### config.mk
export PLATFORM = sky130hd
export DESIGN_NAME = rob_completion_tracker_flat
export DESIGN_NICKNAME = d
export VERILOG_FILES = /design/src/rtl/rob_completion_tracker_if.sv /design/src/rtl/rob_completion_tracker.sv /design/src/flat_wrapper.sv
export SDC_FILE = /design/constraint.sdc
export NUM_CORES = 1
export LEC_CHECK = 0
export ABC_AREA = 1
export CORE_MARGIN = 2
export CORE_UTILIZATION = 55
export DETAILED_ROUTE_END_ITERATION = 6
export GPL_TIMING_DRIVEN = 0
export MAX_ROUTING_LAYER = met4
export PLACE_DENSITY = 0.72
export SETUP_SLACK_MARGIN = 0.3
export SLEW_MARGIN = 20
export SYNTH_ARGS = -nofsm -noshare
export SYNTH_HDL_FRONTEND = slang
export SYNTH_SLANG_ARGS = --single-unit
### constraint.sdc
create_clock -name cpu_clock_i -period 4.5 [get_ports cpu_clock_i]
set_input_delay 0.9 -clock cpu_clock_i [delete_from_list [all_inputs] [get_ports cpu_clock_i]]
set_output_delay 0.9 -clock cpu_clock_i [all_outputs]
set_load 0.05 [all_outputs]
### src/rtl/rob_completion_tracker_if.sv
// ---------------------------------------------------------------------------
// rob_completion_tracker_if
// Bundles every non-clock/reset signal of the ROB completion tracker.
//   master modport : upstream side (rename/alloc, execution ports, commit consumer)
//   slave  modport : the tracker itself
// Signals:
//   flush_i               pipeline flush
//   alloc_valid_i         allocate one pack at tail
//   alloc_slot_vld_i[2]   occupancy of the allocated pack
//   alloc_pack_o          pack id the next allocation receives
//   full_o / empty_o      occupancy flags
//   alu0/alu1/mem_*       completion strobes with rob id {pack,slot}
//   excp_valid_i          exception report, rob id in excp_rob_i[4:0], cause in excp_code_i
//   commit_valid_o/pack/mask, commit_ready_i   in-order retirement handshake
//   trap_valid_o/rob/code sticky trap report
// ---------------------------------------------------------------------------
interface rob_completion_tracker_if #(
    parameter int PACKS  = 16,
    parameter int CODE_W = 5
);
    localparam int IDX_W = $clog2(PACKS);
    localparam int ROB_W = IDX_W + 1;

    logic              flush_i;
    logic              alloc_valid_i;
    logic [1:0]        alloc_slot_vld_i;
    logic [IDX_W-1:0]  alloc_pack_o;
    logic              full_o;
    logic              empty_o;
    logic              alu0_complete_i;
    logic [ROB_W-1:0]  alu0_rob_id_i;
    logic              alu1_complete_i;
    logic [ROB_W-1:0]  alu1_rob_id_i;
    logic              mem_complete_i;
    logic [ROB_W-1:0]  mem_rob_id_i;
    logic              excp_valid_i;
    logic [ROB_W:0]    excp_rob_i;
    logic [CODE_W-1:0] excp_code_i;
    logic              commit_valid_o;
    logic [IDX_W-1:0]  commit_pack_o;
    logic [1:0]        commit_mask_o;
    logic              commit_ready_i;
    logic              trap_valid_o;
    logic [ROB_W-1:0]  trap_rob_o;
    logic [CODE_W-1:0] trap_code_o;

    modport master (
        output flush_i, alloc_valid_i, alloc_slot_vld_i,
        output alu0_complete_i, alu0_rob_id_i, alu1_complete_i, alu1_rob_id_i,
        output mem_complete_i, mem_rob_id_i,
        output excp_valid_i, excp_rob_i, excp_code_i, commit_ready_i,
        input  alloc_pack_o, full_o, empty_o,
        input  commit_valid_o, commit_pack_o, commit_mask_o,
        input  trap_valid_o, trap_rob_o, trap_code_o
    );

    modport slave (
        input  flush_i, alloc_valid_i, alloc_slot_vld_i,
        input  alu0_complete_i, alu0_rob_id_i, alu1_complete_i, alu1_rob_id_i,
        input  mem_complete_i, mem_rob_id_i,
        input  excp_valid_i, excp_rob_i, excp_code_i, commit_ready_i,
        output alloc_pack_o, full_o, empty_o,
        output commit_valid_o, commit_pack_o, commit_mask_o,
        output trap_valid_o, trap_rob_o, trap_code_o
    );
endinterface

### src/rtl/rob_completion_tracker.sv
// ---------------------------------------------------------------------------
// rob_completion_tracker
// In-order completion/commit tracker for 2-slot packs (rob_id = {pack,slot}).
// Collects out-of-order completions from ALU0, ALU1 and memory, records
// exceptions per slot, retires the head pack in order and raises a sticky
// trap when the head's oldest live instruction faulted.
// Ports:
//   cpu_clock_i    clock, rising edge
//   cpu_reset_n_i  asynchronous active-low reset
//   bus            rob_completion_tracker_if.slave (alloc, completion,
//                  exception, commit and trap signals)
// ---------------------------------------------------------------------------
module rob_completion_tracker #(
    parameter int PACKS  = 16,
    parameter int CODE_W = 5
) (
    input  logic                     cpu_clock_i,
    input  logic                     cpu_reset_n_i,
    rob_completion_tracker_if.slave  bus
);
    localparam int IDX_W = $clog2(PACKS);
    localparam int PTR_W = IDX_W + 1;
    localparam int ROB_W = IDX_W + 1;

    logic [PTR_W-1:0]                   r_head;
    logic [PTR_W-1:0]                   r_tail;
    logic [PACKS-1:0][1:0]              r_occ;
    logic [PACKS-1:0][1:0]              r_done;
    logic [PACKS-1:0][1:0]              r_excp;
    logic [PACKS-1:0][1:0][CODE_W-1:0]  r_code;
    logic                               r_trap;
    logic [ROB_W-1:0]                   r_trap_rob;
    logic [CODE_W-1:0]                  r_trap_code;

    logic             w_full;
    logic             w_empty;
    logic [IDX_W-1:0] w_h_idx;
    logic [1:0]       w_h_occ;
    logic [1:0]       w_h_done;
    logic [1:0]       w_h_excp;
    logic             w_commit_valid;
    logic [1:0]       w_commit_mask;
    logic             w_partial;
    logic             w_trap_set;
    logic             w_trap_slot;
    logic             w_pop;
    logic             w_alloc;
    logic [ROB_W-1:0] w_ex_rob;
    logic             w_unused_excp_msb;

    assign w_full   = (r_head[IDX_W-1:0] == r_tail[IDX_W-1:0]) && (r_head[IDX_W] != r_tail[IDX_W]);
    assign w_empty  = (r_head == r_tail);
    assign w_h_idx  = r_head[IDX_W-1:0];
    assign w_h_occ  = r_occ[w_h_idx];
    assign w_h_done = r_done[w_h_idx];
    assign w_h_excp = r_excp[w_h_idx];
    assign w_ex_rob = bus.excp_rob_i[ROB_W-1:0];
    assign w_unused_excp_msb = bus.excp_rob_i[ROB_W];

    // Head-pack commit eligibility and trap detection.
    // When the oldest live slot has faulted nothing retires; the trap is
    // latched instead (this also covers slot1 after slot0 retired alone).
    always_comb begin
        w_commit_valid = 1'b0;
        w_commit_mask  = 2'b00;
        w_partial      = 1'b0;
        w_trap_set     = 1'b0;
        w_trap_slot    = 1'b0;
        if (!w_empty && !r_trap) begin
            if (w_h_occ[0] && w_h_excp[0]) begin
                w_trap_set  = 1'b1;
                w_trap_slot = 1'b0;
            end else if (w_h_occ[1] && w_h_excp[1]) begin
                if (!w_h_occ[0]) begin
                    w_trap_set  = 1'b1;
                    w_trap_slot = 1'b1;
                end else if (w_h_done[0]) begin
                    w_commit_valid = 1'b1;
                    w_commit_mask  = 2'b01;
                    w_partial      = 1'b1;
                end else begin
                    w_commit_valid = 1'b0;
                end
            end else if ((w_h_occ & ~w_h_done) == 2'b00) begin
                w_commit_valid = 1'b1;
                w_commit_mask  = w_h_occ;
            end else begin
                w_commit_valid = 1'b0;
            end
        end else begin
            w_commit_valid = 1'b0;
        end
    end

    assign w_pop   = w_commit_valid && bus.commit_ready_i;
    assign w_alloc = bus.alloc_valid_i && !w_full;

    // Tracker state: pointers, per-slot bits, code RAM and trap registers.
    // Completions are gated by occ alone: occ is zero for every pack that is
    // not in flight, so it doubles as the in-flight check. Alloc is written
    // last so it overrides anything aimed at the tail entry.
    always_ff @(posedge cpu_clock_i or negedge cpu_reset_n_i) begin
        if (!cpu_reset_n_i) begin
            r_head      <= {PTR_W{1'b0}};
            r_tail      <= {PTR_W{1'b0}};
            r_occ       <= '0;
            r_done      <= '0;
            r_excp      <= '0;
            r_code      <= '0;
            r_trap      <= 1'b0;
            r_trap_rob  <= {ROB_W{1'b0}};
            r_trap_code <= {CODE_W{1'b0}};
        end else if (bus.flush_i) begin
            r_head      <= {PTR_W{1'b0}};
            r_tail      <= {PTR_W{1'b0}};
            r_occ       <= '0;
            r_done      <= '0;
            r_excp      <= '0;
            r_code      <= '0;
            r_trap      <= 1'b0;
            r_trap_rob  <= {ROB_W{1'b0}};
            r_trap_code <= {CODE_W{1'b0}};
        end else begin
            if (bus.alu0_complete_i && r_occ[bus.alu0_rob_id_i[ROB_W-1:1]][bus.alu0_rob_id_i[0]]) begin
                r_done[bus.alu0_rob_id_i[ROB_W-1:1]][bus.alu0_rob_id_i[0]] <= 1'b1;
            end
            if (bus.alu1_complete_i && r_occ[bus.alu1_rob_id_i[ROB_W-1:1]][bus.alu1_rob_id_i[0]]) begin
                r_done[bus.alu1_rob_id_i[ROB_W-1:1]][bus.alu1_rob_id_i[0]] <= 1'b1;
            end
            if (bus.mem_complete_i && r_occ[bus.mem_rob_id_i[ROB_W-1:1]][bus.mem_rob_id_i[0]]) begin
                r_done[bus.mem_rob_id_i[ROB_W-1:1]][bus.mem_rob_id_i[0]] <= 1'b1;
            end
            if (bus.excp_valid_i && r_occ[w_ex_rob[ROB_W-1:1]][w_ex_rob[0]]) begin
                r_done[w_ex_rob[ROB_W-1:1]][w_ex_rob[0]] <= 1'b1;
                r_excp[w_ex_rob[ROB_W-1:1]][w_ex_rob[0]] <= 1'b1;
                r_code[w_ex_rob[ROB_W-1:1]][w_ex_rob[0]] <= bus.excp_code_i;
            end
            if (w_pop) begin
                if (w_partial) begin
                    // slot0 retires alone; slot1 stays as the faulting head
                    r_occ[w_h_idx][0] <= 1'b0;
                end else begin
                    r_occ[w_h_idx]  <= 2'b00;
                    r_done[w_h_idx] <= 2'b00;
                    r_excp[w_h_idx] <= 2'b00;
                    r_head          <= r_head + {{(PTR_W-1){1'b0}}, 1'b1};
                end
            end
            if (w_alloc) begin
                r_occ[r_tail[IDX_W-1:0]]  <= bus.alloc_slot_vld_i;
                r_done[r_tail[IDX_W-1:0]] <= ~bus.alloc_slot_vld_i;
                r_excp[r_tail[IDX_W-1:0]] <= 2'b00;
                r_tail                    <= r_tail + {{(PTR_W-1){1'b0}}, 1'b1};
            end
            if (w_trap_set) begin
                r_trap      <= 1'b1;
                r_trap_rob  <= {w_h_idx, w_trap_slot};
                r_trap_code <= r_code[w_h_idx][w_trap_slot];
            end
        end
    end

    assign bus.alloc_pack_o   = r_tail[IDX_W-1:0];
    assign bus.full_o         = w_full;
    assign bus.empty_o        = w_empty;
    assign bus.commit_valid_o = w_commit_valid;
    assign bus.commit_pack_o  = w_h_idx;
    assign bus.commit_mask_o  = w_commit_mask;
    assign bus.trap_valid_o   = r_trap;
    assign bus.trap_rob_o     = r_trap_rob;
    assign bus.trap_code_o    = r_trap_code;
endmodule

### src/flat_wrapper.sv
// flat-port wrapper written by rule: the top's interface ports become plain ports
module rob_completion_tracker_flat 
#(
    parameter int PACKS  = 16,
    parameter int CODE_W = 5
)
  (cpu_clock_i, cpu_reset_n_i, bus_flush_i, bus_alloc_valid_i, bus_alloc_slot_vld_i, bus_alu0_complete_i, bus_alu0_rob_id_i, bus_alu1_complete_i, bus_alu1_rob_id_i, bus_mem_complete_i, bus_mem_rob_id_i, bus_excp_valid_i, bus_excp_rob_i, bus_excp_code_i, bus_commit_ready_i, bus_alloc_pack_o, bus_full_o, bus_empty_o, bus_commit_valid_o, bus_commit_pack_o, bus_commit_mask_o, bus_trap_valid_o, bus_trap_rob_o, bus_trap_code_o);
  rob_completion_tracker_if #(.PACKS(PACKS), .CODE_W(CODE_W)) bus_i ();
  input  logic cpu_clock_i;
  input  logic cpu_reset_n_i;
  input wire logic [$bits(bus_i.flush_i)-1:0] bus_flush_i;
  input wire logic [$bits(bus_i.alloc_valid_i)-1:0] bus_alloc_valid_i;
  input wire logic [$bits(bus_i.alloc_slot_vld_i)-1:0] bus_alloc_slot_vld_i;
  input wire logic [$bits(bus_i.alu0_complete_i)-1:0] bus_alu0_complete_i;
  input wire logic [$bits(bus_i.alu0_rob_id_i)-1:0] bus_alu0_rob_id_i;
  input wire logic [$bits(bus_i.alu1_complete_i)-1:0] bus_alu1_complete_i;
  input wire logic [$bits(bus_i.alu1_rob_id_i)-1:0] bus_alu1_rob_id_i;
  input wire logic [$bits(bus_i.mem_complete_i)-1:0] bus_mem_complete_i;
  input wire logic [$bits(bus_i.mem_rob_id_i)-1:0] bus_mem_rob_id_i;
  input wire logic [$bits(bus_i.excp_valid_i)-1:0] bus_excp_valid_i;
  input wire logic [$bits(bus_i.excp_rob_i)-1:0] bus_excp_rob_i;
  input wire logic [$bits(bus_i.excp_code_i)-1:0] bus_excp_code_i;
  input wire logic [$bits(bus_i.commit_ready_i)-1:0] bus_commit_ready_i;
  output wire logic [$bits(bus_i.alloc_pack_o)-1:0] bus_alloc_pack_o;
  output wire logic [$bits(bus_i.full_o)-1:0] bus_full_o;
  output wire logic [$bits(bus_i.empty_o)-1:0] bus_empty_o;
  output wire logic [$bits(bus_i.commit_valid_o)-1:0] bus_commit_valid_o;
  output wire logic [$bits(bus_i.commit_pack_o)-1:0] bus_commit_pack_o;
  output wire logic [$bits(bus_i.commit_mask_o)-1:0] bus_commit_mask_o;
  output wire logic [$bits(bus_i.trap_valid_o)-1:0] bus_trap_valid_o;
  output wire logic [$bits(bus_i.trap_rob_o)-1:0] bus_trap_rob_o;
  output wire logic [$bits(bus_i.trap_code_o)-1:0] bus_trap_code_o;
  assign bus_i.flush_i = bus_flush_i;
  assign bus_i.alloc_valid_i = bus_alloc_valid_i;
  assign bus_i.alloc_slot_vld_i = bus_alloc_slot_vld_i;
  assign bus_i.alu0_complete_i = bus_alu0_complete_i;
  assign bus_i.alu0_rob_id_i = bus_alu0_rob_id_i;
  assign bus_i.alu1_complete_i = bus_alu1_complete_i;
  assign bus_i.alu1_rob_id_i = bus_alu1_rob_id_i;
  assign bus_i.mem_complete_i = bus_mem_complete_i;
  assign bus_i.mem_rob_id_i = bus_mem_rob_id_i;
  assign bus_i.excp_valid_i = bus_excp_valid_i;
  assign bus_i.excp_rob_i = bus_excp_rob_i;
  assign bus_i.excp_code_i = bus_excp_code_i;
  assign bus_i.commit_ready_i = bus_commit_ready_i;
  assign bus_alloc_pack_o = bus_i.alloc_pack_o;
  assign bus_full_o = bus_i.full_o;
  assign bus_empty_o = bus_i.empty_o;
  assign bus_commit_valid_o = bus_i.commit_valid_o;
  assign bus_commit_pack_o = bus_i.commit_pack_o;
  assign bus_commit_mask_o = bus_i.commit_mask_o;
  assign bus_trap_valid_o = bus_i.trap_valid_o;
  assign bus_trap_rob_o = bus_i.trap_rob_o;
  assign bus_trap_code_o = bus_i.trap_code_o;
  rob_completion_tracker #(.PACKS(PACKS), .CODE_W(CODE_W)) u_core (.cpu_clock_i(cpu_clock_i), .cpu_reset_n_i(cpu_reset_n_i), .bus(bus_i));
endmodule
==> results.md, run 1 <==
- Vias in the first global route: 18000
- GPL Wtd Cong: 1.11
- Core ar.: 30600 µm²
- Die X: 180 µm
- First-pass GRT wire length: 111000 µm
- Final setup viols: 0
- Final Hold Fails: 0
- Routed Antenna Nets: 0
- Setup TNS: 0 ps
- CP Max Fanout: 10
- RSZ-0062 raised after global routing: false
- Maximum VDD drop: 0.000365 V
- Status: finished with violations
- Initial antenna violation count: 0
- Setup slack, reg-to-reg: 760 ps
- Initial Util: 55.7%
- Buffers on Ports: 51
- Vias: 19100
- Worst-path clk slew: 60 ps
- Setup Fix Bufs, Post-CTS: 0
- Commonest non-fill, non-tap cell in the layout: nand2_1
- Post-layout instance area: 19200 µm²
- Yosys reg bits: 277
- WP data required: 3600 ps
- Clock tree from TritonCTS: built
- Sink Count: 277
- Most frequent cells in the layout: 713 x nand2_1, 293 x inv_1, 275 x dfrtp_1, 267 x nand3_1, 211 x nor2_1
- Iteration-0 DRC count of the detailed router: 3028
- Endpoint type of the worst setup path: output pin
- Root Buffer: clkbuf_16
- Tmin final: 4100 ps
- Cts bufs inserted: 30
- Tot GR Track Use: 47.3%
- Reg2Reg Launch Point: u_core.r_head[0]
- DRT Pass-1 Iters: 7
- Sequential fraction of the synthesis area: 40.7%
- Die ar.: 32400 µm²
- Slew @ Worst Pin: 1200 ps
- Synthesized Nets: 2575
- Cells after Synth: 2530
- Fmax: 244 MHz
- Setup Skew: 18.1 ps
- Post-route setup slack: 398 ps
- Count of unique library cells instantiated by Yosys: 36
- R2R depth: 9
- Max Cap Viol: 0
- Worst relative slew slack: 18.9%
- Slowest cell on crit path: dfrtp_1
- Cell Area, Synth: 17100 µm²
- Ant. Diodes: 0
- Gr ovfl total: 0
- Die height: 180 µm
- Cell row count: 64
- Share of cells above drive strength 1: 6.03%
- Final cycle utilization of the critical path: 91.2%
- Largest stage delay on the critical path: 530 ps
- Synth warn: 0
- Syn Area/Cell: 6.74 µm²
- Fillcell total: 2863
- Startpoint Class: flip-flop
- Worst slack, placed: 219 ps
- Largest net degree at the start of global routing: 92
- Clock latency on the worst-skew pair: 580 ps
- Worst Hold Class: input port to async pin
- H-Tree Depth: 1
- Capturing point of the worst reg2reg path: u_core.bus.trap_code_o[1]
- Area delta synth->final: 12.5%
- Final Max Slew Viols: 0
- Kind of critical path: flip-flop to output pin
- Cell mode on critical path: nand2_1
- Routed wire length: 75600 µm
- Clock Path Buffers: 3
- WL/cell: 24.9 µm
- Post-DP Area: 18100 µm²
- Crit path arrival time: 3200 ps
- I/O pins: 61
- Failing checks: design-rule violations
- Static Leak: 9.20 nW
- CTS Hold Bufs: 0
- Critical path cell sequence: buf_2 -> nand3_1 -> nand2_1 -> nand2_1 -> nand2_1 -> clkinv_1 -> nand2_1 -> nand2_2 -> nor2_2 -> nand2_4 -> o21ai_4 -> buf_6 -> clkbuf_4
- Final net count: 2661
- Total power divided by cell area: 352 nW/µm²
- Vias per inst: 6.29
- DRC Markers: 2
- Hpwl dp: 56600 µm
report_power, final:
part,total [mW],internal [mW],switching (mW)
sequential,2.56,2.52,0.0389
clock,2.53,1.43,1.09
combinational,1.68,0.445,1.23
total,6.76,4.40,2.36
worst max-delay path by stage:
stage	startpoint	cells after the start	endpoint
6_report	u_core.r_head[1]	13	bus_commit_valid_o
5_1_grt	u_core.r_head[0]	15	bus_commit_valid_o
4_1_cts	u_core.r_head[1]	14	bus_commit_valid_o
3_5_place_dp	u_core.r_head[1]	13	bus_commit_valid_o
3_3_place_gp	cpu_reset_n_i	1	u_core.r_head[4]
2_1_floorplan	u_core.r_head[0]	11	bus_commit_mask_o[1]
routing by layer:
metal / vias up / GRT usage [%] / wire (µm)
met4: 0 / 36.3 / 7760
met1: 8888 / 56.8 / 27100
met3: 391 / 10.4 / 8710
met2: 1425 / 69.5 / 32000
li1: 8393 / - / -
met5: - / - / 0
critical path, delay by kind of cell, from the launching register on:
kind / cells / cell delay, ps
flops: 1 / 530
simple gates: 8 / 1020
compound gates: 1 / 160
buf+inv: 4 / 900
kinds of logic (layout without fill, tap and decap cells):
kind of cell | count (synthesis) | in the layout | share of synthesized area, %
simple gates | 1289 | 1289 | 32.3
fa+ha+maj | 8 | 8 | 0.587
compound gates | 495 | 495 | 15.5
xor+xnor | 5 | 5 | 0.257
flops | 277 | 277 | 40.7
buf+inv | 456 | 565 | 10.7
cell usage after synthesis:
master / count / area, µm²
a211oi_1: 1 / 7.51
a21oi_1: 181 / 906
a22oi_1: 2 / 15.0
a32o_1: 3 / 30.0
buf_1: 13 / 48.8
buf_2: 32 / 160
buf_4: 13 / 97.6
buf_6: 3 / 33.8
clkbuf_1: 83 / 312
clkinv_1: 8 / 30.0
dfrtp_1: 277 / 6930
ha_1: 8 / 100
inv_1: 293 / 1100
inv_2: 11 / 41.3
nand2_1: 713 / 2680
nand2_2: 6 / 37.5
nand2_4: 1 / 11.3
nand3_1: 267 / 1340
nand3_2: 3 / 30.0
nand3_4: 1 / 17.5
nand4_1: 49 / 307
nand4_2: 11 / 138
nor2_1: 212 / 796
nor2_2: 9 / 56.3
nor2_8: 1 / 20.0
nor3_1: 14 / 70.1
nor3_2: 1 / 10.0
o2111ai_1: 2 / 17.5
o211ai_1: 3 / 22.5
o21a_1: 3 / 22.5
o21ai_0: 210 / 1050
o21ai_1: 11 / 55.1
o21ai_4: 2 / 32.5
o22ai_1: 77 / 482
or2_1: 1 / 6.26
xnor2_1: 5 / 43.8
state kept, by name, summed over array words and instances (netlist names):
signal and count:
u_core.r_done 32, u_core.r_head 5, u_core.bus.trap_rob_o 5, u_core.r_tail 5, u_core.bus.trap_valid_o 1, u_core.r_excp 32
u_core.r_code 160, u_core.bus.trap_code_o 5, u_core.r_occ 32
per-stage QoR:
stage               total power, mW  hold slack [ps]  util, %  instances
global route                   6.94              112     62.7       3035
CTS                            6.64              110     62.7       3035
detailed placement             4.18              474     59.3       2980
floorplan                      3.58              453        -       2530
finish                         6.76              108     62.7       3035
global placement               4.15              470     59.0       2977
final cells by class:
class | instances | area [µm²] | share of cell area [%]
sequential | 277 | 6930 | 36.1
clock buffer | 40 | 878 | 4.58
buffer | 144 | 674 | 3.51
inverter | 312 | 1170 | 6.10
multi-input combinational | 1797 | 8300 | 43.3
clock inverter | 15 | 139 | 0.724
tap | 396 | 495 | 2.58
timing repair buffer | 54 | 593 | 3.09
what timing repair did:
item                       CTS  global route
gates resized for setup      9            14
cloned                       0             0
setup endpoints to repair    3             3
Note: power is estimated with default switching activity, not from simulation.
==> run 2: changes to the inputs <==
Settings changed: CORE_UTILIZATION 55 to 45, PLACE_DENSITY 0.72 to 0.61.
==> results.md, run 2 (same netlist as run 1, synthesis figures left out) <==
- Cts bufs inserted: 34
- Worst Setup SP: u_core.r_head[2]
- Vias: 18500
- Sequential share of power: 36.2%
- Total power divided by cell area: 363 nW/µm²
- Commonest non-fill, non-tap cell in the layout: nand2_1
- Final net count: 2668
- Iteration-0 DRC count of the detailed router: 2167
- Post-route setup slack: 288 ps
- Die height: 199 µm
- Largest register FFs: 160
- Largest net degree at the start of global routing: 98
- WP data required: 3600 ps
- Vias per inst: 5.85
- Fillcell total: 3893
- Routed wire length: 78600 µm
- Buffers on Ports: 51
- Tmin final: 4210 ps
- Worst-path clk slew: 60 ps
- Endpoint type of the worst setup path: output pin
- Setup Skew: 16.4 ps
- Gate power share: 24.5%
- Vias in the first global route: 17300
- Kind of critical path: flip-flop to output pin
- Switching power: 2.48 mW
- Initial antenna violation count: 3
- Hpwl dp: 60500 µm
- Clock latency on the worst-skew pair: 550 ps
- Routed Antenna Nets: 0
- DRC Markers: 0
- Cell row count: 71
- Final Max Slew Viols: 0
- Register area: 6940 µm²
- Worst slack, placed: 92.8 ps
- DRT Pass-1 Iters: 6
- Startpoint Class: flip-flop
- Area delta synth->final: 14.0%
- RSZ-0062 raised after global routing: true
- Clock Path Buffers: 3
- Reg2Reg Launch Point: u_core.r_head[0]
- Fmax: 237 MHz
- Maximum VDD drop: 0.000235 V
- GPL Wtd Cong: 1.06
- Slew @ Worst Pin: 1130 ps
- Root Buffer: clkbuf_16
- Final cycle utilization of the critical path: 93.6%
- Multi-input gate area: 8310 µm²
- Status: completed
- CTS Hold Bufs: 0
- Most frequent cells in the layout: 713 x nand2_1, 292 x inv_1, 274 x dfrtp_1, 267 x nand3_1, 211 x nor2_1
- First-pass GRT wire length: 114000 µm
- CP Max Fanout: 10
- Initial Util: 45.5%
- H-Tree Depth: 2
- Crit path arrival time: 3310 ps
- Die ar.: 39500 µm²
- Final Hold Fails: 0
- I/O pins: 61
- Final setup viols: 0
- Clk network pwr share: 39.2%
- Gr ovfl total: 0
- Final core occ: 51.8%
- Net Sw Frac: 35.2%
- Max Cap Viol: 0
- Core ar.: 37500 µm²
- Die X: 199 µm
- Share of cells above drive strength 1: 6.23%
- Most flop-heavy register: u_core.r_code
- Static Leak: 9.24 nW
- Sink Count: 277
- WL/cell: 24.9 µm
- Tot GR Track Use: 41.7%
- Worst relative slew slack: 24.0%
- Worst Hold Class: input port to async pin
- Clock tree from TritonCTS: built
- Int Pwr: 4.56 mW
==> run 2: final timing paths <==
kind	end	slack, ps	cells past startpoint
worst min register to register	u_core.r_code[45]	490	2
min in group cpu_clock_i	u_core.r_code[45]	490	2
max in group asynchronous	u_core.r_head[0]	3110	2
worst min-delay path	u_core.r_code[50]	390	1
worst max-delay path	bus_commit_valid_o	290	14
worst max register to register	u_core.bus.trap_code_o[3]	790	9
==> run 2: cell type report <==
class	count	share of cell area, %
well taps	511	3.29
diodes	3	0.0386
clock buffers	48	5.12
flip-flops and latches	277	35.7
inverters	312	6.05
repair buffers	57	3.10
multi-input cells	1797	42.8
plain buffers	144	3.46
clock inverters	12	0.502
==> run 2: critical path, stage by stage, from the launching register on <==
cell,delay (ps)
dfrtp_1,350
buf_2,280
nand2_2,260
inv_2,190
buf_2,330
nand2_1,100
nand2_1,70
nor2_1,100
inv_2,60
nand2_1,70
nor2_2,160
nand2_4,130
o21ai_4,140
buf_4,230
buf_2,280
==> run 2: power by group through the flow <==
stage                     clock network (mW)  logic [mW]  registers [mW]
final                                   2.76        1.73            2.55
after detailed placement                   0        1.67            2.59
after global placement                     0        1.66            2.60
after global routing                    2.86        1.83            2.55
after floorplan                            0       0.953            2.63
after CTS                               2.77        1.68            2.55
==> run 2: timing repair <==
action                                  4_1_cts  5_1_grt
resized for setup                            24        2
endpoints found under the setup margin        3        2
setup buffers                                 4        0
pin swaps                                     1        0
==> run 2: stage by stage <==
stage | area (µm²) | total power [mW] | hold slack [ps] | std cells | setup TNS (ps)
3_5_place_dp | 18300 | 4.26 | 473 | 3094 | 0
5_1_grt | 19400 | 7.25 | 446 | 3161 | 0
3_3_place_gp | 18200 | 4.25 | 468 | 3092 | -2688600
4_1_cts | 19400 | 7.00 | 409 | 3158 | 0
2_1_floorplan | 17100 | 3.58 | 453 | 2530 | 0
6_report | 19400 | 7.04 | 387 | 3161 | 0
==> run 2: routing by layer <==
layer  up-vias  global-route usage [%]  routed length [µm]
met3       318                    6.87                6890
met4         0                    30.3                7090
met5         -                       -                   0
li1       8416                       -                   -
met1      8671                    49.5               29500
met2      1098                    64.3               35100
==> run 3: changes to the inputs <==
Settings changed: CORE_MARGIN 2 to 5.
==> results.md, run 3 (same netlist as run 1, synthesis figures left out) <==
- Cts bufs inserted: 34
- Largest net degree at the start of global routing: 100
- Sequential share of power: 35.3%
- Int Pwr: 4.75 mW
- DRT Pass-1 Iters: 7
- Total power divided by cell area: 369 nW/µm²
- Slowest cell on crit path: dlygate4sd2_1
- Max Cap Viol: 0
- Iteration-0 DRC count of the detailed router: 2455
- Worst-path clk slew: 60 ps
- Final Max Slew Viols: 0
- Core ar.: 37600 µm²
- H-Tree Depth: 2
- Status: finished with violations
- GPL Wtd Cong: 1.06
- Clock Path Buffers: 3
- WP buf/inv: 3
- WP data required: 3600 ps
- Setup TNS: 0 ps
- Die ar.: 41900 µm²
- Die X: 205 µm
- Fmax: 243 MHz
- Clock latency on the worst-skew pair: 560 ps
- Static Leak: 9.30 nW
- Initial antenna violation count: 0
- RSZ-0062 raised after global routing: false
- Crit path arrival time: 3210 ps
- Worst Hold Class: input port to async pin
- Maximum VDD drop: 0.000281 V
- Setup Skew: 24.2 ps
- Switching power: 2.47 mW
- Largest register FFs: 160
- Multi-input gate area: 8310 µm²
- Kind of critical path: flip-flop to output pin
- Clk network pwr share: 41.0%
- Startpoint Class: flip-flop
- Endpoint type of the worst setup path: output pin
- Ant. Diodes: 0
- Final net count: 2669
- Routed Antenna Nets: 0
- Vias in the first global route: 17400
- Area delta synth->final: 14.7%
- Sink Count: 277
- Cell mode on critical path: nand2_1
- Cell row count: 71
- Final cycle utilization of the critical path: 91.4%
- Register area: 6930 µm²
- CP Max Fanout: 10
- Tmin final: 4110 ps
- Tot GR Track Use: 37.7%
- DRC Markers: 4
- Clock tree from TritonCTS: built
- Share of cells above drive strength 1: 6.26%
- Root Buffer: clkbuf_16
- Hpwl dp: 60200 µm
- Die height: 205 µm
- Final setup viols: 0
- Gr ovfl total: 0
- Most frequent cells in the layout: 713 x nand2_1, 292 x inv_1, 276 x dfrtp_1, 267 x nand3_1, 211 x nor2_1
- WL/cell: 24.6 µm
- Commonest non-fill, non-tap cell in the layout: nand2_1
- Hold WS: 131 ps
- Net Sw Frac: 34.2%
- Fillcell total: 3883
- Slew @ Worst Pin: 1050 ps
- Failing checks: design-rule violations
- Buffers on Ports: 51
- Largest stage delay on the critical path: 570 ps
- Final Hold Fails: 0
- Gate power share: 23.7%
- Critical path cell sequence: buf_4 -> buf_2 -> nand3_1 -> nand2_1 -> nand2_1 -> nand2_1 -> nor2_1 -> nand2_1 -> nor2_1 -> nor3_1 -> dlygate4sd2_1
- Vias per inst: 5.83
- Most flop-heavy register: u_core.r_code
- Routed wire length: 77800 µm
- Worst relative slew slack: 29.9%
- Vias: 18400
- Top delay family on crit path: buffers and inverters
- First-pass GRT wire length: 113000 µm
- Initial Util: 45.4%
- I/O pins: 61
run 3: cell count changes in the layout (fill, tap and decap cells not counted), sizes merged, moves of 2 or more:
cell / delta
diode: -3
clkbuf: -2
bufinv: +4
clkinv: +2
buf: -2
run 3: through the flow:
stage | instances | setup slack [ps] | utilization [%] | instance area (µm²) | power, mW
final | 3161 | 389 | 52.0 | 19600 | 7.22
after global routing | 3161 | 308 | 52.0 | 19600 | 7.43
after CTS | 3157 | 325 | 51.9 | 19500 | 7.17
after detailed placement | 3095 | 142 | 48.7 | 18300 | 4.25
after global placement | 3092 | -9570 | 48.4 | 18200 | 4.23
after floorplan | 2530 | 1150 | - | 17100 | 3.58
run 3: final timing paths:
kind	start	endpoint	slack, ps	depth (start not counted)
min reg2reg	u_core.r_code[63]	u_core.r_code[63]	480	2
max	u_core.r_head[1]	bus_commit_mask_o[0]	390	11
min in group cpu_clock_i	u_core.r_code[63]	u_core.r_code[63]	480	2
min	cpu_reset_n_i	u_core.r_code[58]	130	1
max in group asynchronous	cpu_reset_n_i	u_core.r_head[0]	3200	3
max reg2reg	u_core.r_head[0]	u_core.bus.trap_code_o[1]	1000	9
run 3: routing by layer:
| layer | track usage [%] | routed length, µm |
|---|---|---|
| met5 | - | 0 |
| met4 | 22.9 | 5760 |
| met3 | 5.92 | 6030 |
| met2 | 59.4 | 36000 |
| met1 | 45.8 | 30000 |
run 3: layout make-up:
cell class                      instances  share of cell area (%)
Clock inverter                         18                    1.26
Sequential cell                       277                    35.4
Buffer                                144                    3.44
Multi-Input combinational cell       1797                    42.5
Clock buffer                           44                    4.80
Tap cell                              511                    3.27
Inverter                              312                    6.00
Timing Repair Buffer                   58                    3.26
run 3: power groups by stage:
stage | Combinational (mW) | Clock, mW | Sequential, mW
floorplan | 0.953 | 0 | 2.63
CTS | 1.66 | 2.96 | 2.55
global route | 1.82 | 3.06 | 2.55
detailed placement | 1.65 | 0 | 2.59
global placement | 1.64 | 0 | 2.60
finish | 1.71 | 2.96 | 2.55
run 3: repair_timing:
action                     CTS  global route
gates resized for setup     20             9
setup endpoints to repair    3             3
hold buffers                 0             0
pin swaps                    0             2
buffers inserted             0             4
